### config.mk
export PLATFORM = sky130hd
export DESIGN_NAME = matmul_sequencer
export DESIGN_NICKNAME = d
export VERILOG_FILES = /design/src/rtl/matmul_sequencer.sv
export SDC_FILE = /design/constraint.sdc
export NUM_CORES = 1
export LEC_CHECK = 0
export CAP_MARGIN = 20
export CORE_MARGIN = 5
export CORE_UTILIZATION = 32
export DETAILED_ROUTE_END_ITERATION = 8
export GPL_TIMING_DRIVEN = 0
export SLEW_MARGIN = 10
export SYNTH_ARGS = -nofsm -noshare
export SYNTH_HDL_FRONTEND = slang
export SYNTH_SLANG_ARGS = --single-unit
### constraint.sdc
create_clock -name clk -period 5 [get_ports clk]
set_input_delay 1.25 -clock clk [delete_from_list [all_inputs] [get_ports clk]]
set_output_delay 1.25 -clock clk [all_outputs]
set_load 0.02 [all_outputs]
### src/rtl/matmul_sequencer.sv
// matmul_sequencer: loads 2x2 A/B operands from a byte stream, runs the systolic array, streams results back
module matmul_sequencer #(
    parameter int TIMEOUT = 15
) (
    input  logic       clk,
    input  logic       rst_n,
    input  logic [7:0] in_data,
    input  logic       in_valid,
    output logic       in_ready,
    output logic [7:0] out_data,
    output logic       out_valid,
    input  logic       out_ready,
    output logic [7:0] A00,
    output logic [7:0] A01,
    output logic [7:0] A10,
    output logic [7:0] A11,
    output logic [7:0] B00,
    output logic [7:0] B01,
    output logic [7:0] B10,
    output logic [7:0] B11,
    output logic       start,
    input  logic [7:0] C00,
    input  logic [7:0] C01,
    input  logic [7:0] C10,
    input  logic [7:0] C11,
    input  logic       done,
    output logic       busy,
    output logic       err
);
    typedef enum logic [1:0] {LOAD, START, WAIT, DRAIN} state_t;
    localparam logic [7:0] TO_LAST = 8'(TIMEOUT - 1);
    state_t          state;
    logic [2:0]      ld_idx;
    logic [1:0]      dr_idx;
    logic [7:0]      cnt;
    logic [7:0][7:0] ops;
    logic [3:0][7:0] res;
    logic            in_fire;
    logic            out_fire;
    assign in_ready  = state == LOAD;
    assign out_valid = state == DRAIN;
    assign busy      = state != LOAD;
    assign in_fire   = in_valid && in_ready;
    assign out_fire  = out_valid && out_ready;
    assign out_data  = res[dr_idx];
    assign {B11, B10, B01, B00, A11, A10, A01, A00} = ops;
    // sequencer: operand load, start pulse, wait-for-done with timeout, result drain
    always_ff @(posedge clk or negedge rst_n) begin
        if (!rst_n) begin
            state  <= LOAD;
            ld_idx <= '0;
            dr_idx <= '0;
            cnt    <= '0;
            ops    <= '0;
            res    <= '0;
            start  <= 1'b0;
            err    <= 1'b0;
        end else begin
            start <= 1'b0;
            case (state)
                LOAD: if (in_fire) begin
                    ops[ld_idx] <= in_data;
                    ld_idx      <= ld_idx + 3'd1;
                    if (ld_idx == 3'd0) err <= 1'b0;
                    if (ld_idx == 3'd7) begin
                        state <= START;
                        start <= 1'b1;
                    end
                end
                START: begin
                    state <= WAIT;
                    cnt   <= '0;
                end
                WAIT: begin
                    cnt <= cnt + 8'd1;
                    if (done || cnt == TO_LAST) begin
                        res   <= {C11, C10, C01, C00};
                        state <= DRAIN;
                        if (!done) err <= 1'b1;
                    end
                end
                DRAIN: if (out_fire) begin
                    dr_idx <= dr_idx + 2'd1;
                    if (dr_idx == 2'd3) state <= LOAD;
                end
                default: state <= LOAD;
            endcase
        end
    end
endmodule
==> metrics list <==
- Vias: about 3100
* Largest stage delay on the critical path: approximately 0.56 ns
- Synthesis inferred 113 register bits.
* Number of nets in the synthesized netlist: 373
- The number of global-route vias before repair is 3495.
- Across the VDD grid, the largest voltage drop is 0.000246 V.
- The final hold violation count was 0.
* Final antenna-violating net count: 0
- In this run the worst hold path is classified as reg2reg.
* Register clock-pin slew on the reported worst setup and hold paths: 0.06 ns
- Start-to-end type of the worst setup path: reg2out
- In this run the tightest slew margin relative to its limit is 61.0%.
- Routed wire length: between 10000 and 15000 µm
- The average instance in the mapped netlist occupies 15.6 µm².
* Remaining DRCs: 0
* Sequential area share after synthesis: approximately 57%
- Number of gates resized after cts: 0
- The run finished with clean final reports.
- Data arrives at the worst endpoint at approximately 2.2 ns.
- The top cell types in the final layout, fill and taps aside, are 120 x sky130_fd_sc_hd__clkdlybuf4s50_1, 113 x sky130_fd_sc_hd__dfrtp_1, 53 x sky130_fd_sc_hd__mux2_2.
* Setup crit start kind: flip-flop
- Post-route fraction of the period consumed by the critical path: 69.0%
- Across the run, the number of max-cap violations was 0.
- Relative to the synthesized area, the layout overhead comes to 41.6%.
* Overall track demand over capacity in global routing: 13.6%
* Clock latency on the worst-skew pair: 0.41 ns
- Vias per inst: 4.57
- For the worst setup path, the data required time is ~3.8 ns.
- Final setup TNS: 0 ns
- Leading cell type in the layout, fill and taps excluded: sky130_fd_sc_hd__clkdlybuf4s50_1
- Clock tree skew after final layout: 0.00648 ns
* H-tree depth: 4
* Placeable core area: 15300 µm²
- Critical-path cell with the highest stage delay: sky130_fd_sc_hd__mux4_2
- The worst register-to-register path has a setup slack of approximately 2.9 ns.
* Post-CTS Setup Bufs: 0
- Hold path startpoint: A10[0]
* Ys Warns: 0
* Final total power: 4.87 mW
- TritonCTS built the clock tree.
* DRC violation total after the first TritonRoute iteration: roughly 110
* Worst r2r src: state[1]
- First-pass GRT wire length: 19100 µm
- Cell type contributing the most total cell area after synthesis: sky130_fd_sc_hd__dfrtp_1
- I/O pin count: 122
* Die width: approximately 130 µm
- Traced cell by cell, the critical path runs through buf_2 -> mux4_2 -> clkdlybuf4s50_1.
* Proportion of netlist area held by the largest area contributor: 56.7%
- The tree is rooted in a sky130_fd_sc_hd__clkbuf_16.
- After synthesis the cells add up to 4990 µm².
- In this run the worst setup path begins at dr_idx[0].
* Die span in y: approximately 130 µm
* Worst slew pin tran: 0.585 ns
- PD cells: 690 nW/µm²
- Nature of the critical path endpoint: output port
- Slew Limit Fails: 0
- Hold Buf Count CTS: 0
* Post-layout min period: roughly 3.4 ns
- Before antenna repair, the detailed router went through 4 iterations.
* Clk sink count: 113
- Count of input and output buffers: 121
- The repair_antennas step left the layout with diodes totalling 0.
* Number of buffers on the longest clock path: 2
* Maximum number of pins on one net before global-route repair: 71
* Highest achievable clock rate: 0.290 GHz
- Die Area: 18200 µm²
- Detailed placement ended at an HPWL of 8470 µm.
- Avg WL per Cell: 17.5 µm
- Synth unique cells: 40
- In the final design database the tool counted just over 500 nets.
* Final-report setup violation count: 0
* CP max FO: 9
- Overflow left after global routing: 0
* Final Core Density: 46.3%
* Top cells by area, synth: sky130_fd_sc_hd__dfrtp_1 57%, sky130_fd_sc_hd__mux2_4 14%, sky130_fd_sc_hd__mux2_2 12%
- Fraction of layout instances using a drive strength above 1: 33.0%
- Setup repair after global routing missed its margin: false
- Standard-cell row count: 45
* Number of CTS-inserted buffers: 17
- For this design the static power due to leakage is 3.09 nW.
- Initial core utilization: 32.7%
- Initial antenna violation count: 0
- At the end of routability-driven placement, the weighted congestion stood at 0.774.
* Synthesized instance count: 319
## worst max-delay path: cells and delay by family (launching register included)
| kind | cells | cell delay, ns |
|---|---|---|
| buf+inv | 2 | 0.90 |
| flops | 1 | 0.34 |
| mux | 1 | 0.56 |
## state kept, by name (all words and copies together) (netlist names)
name    cells
A00         8
A01         8
A10         8
A11         8
B00         8
B01         8
B10         8
B11         8
cnt         8
dr_idx      2
err         1
ld_idx      3
res        32
start       1
state       2
## cell families after synthesis
| logic type | Yosys count | share of synthesized area, % |
|---|---|---|
| mux | 109 | 29.8 |
| xor+xnor | 1 | 0.176 |
| buf+inv | 21 | 2.36 |
| flops | 113 | 56.7 |
| simple gates | 42 | 5.29 |
| compound gates | 24 | 3.36 |
| fa+ha+maj | 9 | 2.26 |
## synthesized netlist by cell type, drive strengths merged
library cell  count
o2bb2ai           1
a22o              1
o22ai             2
o31ai             1
nor3b             1
nand3b            4
nand4             1
a211o             1
clkbuf            3
o311ai            1
nand2             8
o211ai            3
and4bb            1
ha                9
a211oi            1
and3b             1
or3               3
a21o              1
or4               1
nor4bb            1
mux2i             2
o41ai             1
mux2             99
nand3             6
a21oi             4
dfrtp           113
nor2              6
nand2b            4
and3              2
inv              12
nor2b             3
mux4              8
buf               6
o21ai             5
a21bo             2
xnor2             1
## layout make-up
cell class	instances	area, µm²
buffer	9	72.6
inverter	12	45.0
timing repair buffer	122	1240
sequential	113	2830
clock buffer	19	433
clock inverter	13	139
tap	211	264
fill	1339	8200
multi-input combinational	185	2040
## worst paths after layout
path	endpoint	depth (start not counted)
min in group asynchronous	start	1
max in group asynchronous	A01[7]	2
max reg2reg	B10[3]	5
max	out_data[0]	3
min reg2reg	A10[0]	1
min	A10[0]	1
## through the flow
step	cell area, µm²	hold slack, ns	setup slack (ns)	instances
after floorplan	4990	0.475	2.56	319
after global placement	6460	0.487	-1.69	651
after detailed placement	6490	0.492	1.92	652
after CTS	7060	0.507	1.50	684
after global routing	7060	0.518	1.44	684
final	7060	0.504	1.55	684
## where the power goes
group / internal [mW] / total (mW) / switching (mW)
logic: 1.21 / 2.15 / 0.944
registers: 1.31 / 1.55 / 0.239
clock network: 0.732 / 1.17 / 0.436
total: 3.25 / 4.87 / 1.62
## metal layers
| layer | up-vias | track usage (%) | part of all wire (%) |
|---|---|---|---|
| met5 | - | 0 | 0 |
| met4 | 0 | 4.98 | 2.1 |
| met3 | 14 | 4.32 | 4.5 |
| met2 | 68 | 22.2 | 50 |
| met1 | 1598 | 17.0 | 44 |
| li1 | 1443 | - | - |
No activity file was read; power rests on OpenSTA's default activity.
==> RTL edit (config.mk and constraints unchanged) <==
Make the reset (`rst_n`) synchronous in one clocked block.
--- a/src/rtl/matmul_sequencer.sv
+++ b/src/rtl/matmul_sequencer.sv
@@ -46,5 +46,5 @@
     assign {B11, B10, B01, B00, A11, A10, A01, A00} = ops;
     // sequencer: operand load, start pulse, wait-for-done with timeout, result drain
-    always_ff @(posedge clk or negedge rst_n) begin
+    always_ff @(posedge clk) begin
         if (!rst_n) begin
             state  <= LOAD;
Behaviour: differs if rst_n is asserted again (counterexample within 4 cycles, from zero or initial values and one cycle with rst_n low); with rst_n held inactive, the same outputs for 10 cycles.
==> RTL edit against the unedited design <==
Design area down 4.5%. Routed wire length increased by 5.5%. Setup slack gained 19 ps. Sequential cell count did not move. Die area fell by 3.0%. Via count rose by 18%. Area after synthesis shrank 3.3%. Non-clock buffer count grew 15. Register-to-register slack gained 80 ps. Sequential share of layout area shrank 6.5 points. Critical path type unchanged. Critical endpoint is now out_data[4]. Largest cell class is now multi-input combinational cells. Highest routed layer unchanged.
Power is not compared: it rests on default switching activity, and its combinational part moved more than twofold at a synthesized area within 25%.
==> RTL edit: results (changes against the unedited design) <==
metric	value	unit	change
Post-synth top cells	113 x dfxtp_1, 98 x mux2i_1, 78 x nand2_1		was 113 x dfrtp_1, 53 x mux2_2, 46 x mux2_4
max reg flops	32		unchanged
GR Util met1	0.1760		was 0.1703
status	finished clean		unchanged
setup slack, reg-to-reg	3010	ps	was 2930 ps
period utilization	0.6861		was 0.6900
met1 WL	5779	um	was 5215 um
drt total wl	12590	um	was 11940 um
sequential area share after synthesis	0.4691		was 0.5671
first-pass GRT wire length	20220	um	was 19060 um
metal3 WL	740	um	was 538 um
largest net degree at the start of global routing	17		was 71
hold path startpoint	res[22]		was A10[0]
drt first pass iters	5		was 4
post-synth cell types	33		was 40
Net Count, Synth	525		was 373
pre-CTS setup slack	1931	ps	was 1919 ps
GPL Wtd Cong	0.7441		was 0.7738
Hold EP	res[22]		was A10[0]
GRT Overall Usage	0.1446		was 0.1361
Worst R2R Start	state[0]		was state[1]
DR iter-0 viols	128		was 114
Pwr Total	2.244	mW	
asr flop ratio synth	0		was 1.000
Reg-to-Reg End	A10[1]		was B10[3]
Final nets	656		was 514
vias in the first global route	3852		was 3495
routed vias/inst	4.621		was 4.566
share of layout cells above drive strength 1	0.08646		was 0.3298
synth top area cells	dfxtp_1 47%, mux2i_1 20%, nor2b_1 8.6%		was dfrtp_1 57%, mux2_4 14%, mux2_2 12%
Worst EP arrival	2180	ps	was 2200 ps
grt met2 use	0.2399		was 0.2215
worst clock skew	8.542	ps	was 6.482 ps
met3 Use GR	0.05125		was 0.04322
[RTL edit: cell count changes in the layout (fill, tap and decap cells not counted), moves of 8 or more]
cell,unedited run,this run
clkbuf_1,5,26
clkdlybuf4s50_1,120,112
mux2_2,53,0
mux2i_1,2,98
dfrtp_1,113,0
buf_2,1,9
nor2b_1,3,66
dfxtp_1,0,113
nand2_1,8,78
mux2_4,46,0
[RTL edit: stage by stage]
step	utilization	hold WS (ps)	instance area, um2	instances
global route	0.4605	473.3	6744	797
floorplan	-	431.5	4822	471
detailed placement	0.4216	446.7	6173	767
global placement	0.4216	440.4	6173	767
finish	0.4605	456.8	6744	797
CTS	0.4605	459.1	6744	797
[RTL edit: kinds of logic (layout without fill, tap and decap cells)]
kind of cell	after synthesis	count (layout)	synth area share
XOR/XNOR	6	6	0.01090
flip-flops	113	113	0.4691
multiplexers	106	106	0.2408
AO/OA/AOI/OAI	18	18	0.02413
buffers and inverters	43	185	0.03581
adder cells (fa/ha/maj)	9	9	0.02335
AND/OR/NAND/NOR	176	176	0.1959
[RTL edit: how the worst max path moves through the flow]
stage,to,start,cells after the start
after floorplan,out_data[0],dr_idx[0],2
after global placement,A10[3],in_valid,6
after detailed placement,out_data[4],dr_idx[0],3
after CTS,out_data[4],dr_idx[0],3
after global routing,out_data[7],dr_idx[0],3
final,out_data[4],dr_idx[0],3
[RTL edit: final cells by class]
type / count / area (um2)
fillers: 1400 / 7900
multi-input cells: 315 / 2387
flip-flops and latches: 113 / 2262
repair buffers: 112 / 1121
clock buffers: 21 / 460.4
well taps: 184 / 230.2
plain buffers: 34 / 138.9
clock inverters: 9 / 110.1
inverters: 9 / 33.78
[RTL edit: worst max-delay path: cells and delay by family (launching register included)]
kind | cells | cell delay [ps]
buffers and inverters | 2 | 880
flip-flops | 1 | 330
multiplexers | 1 | 570
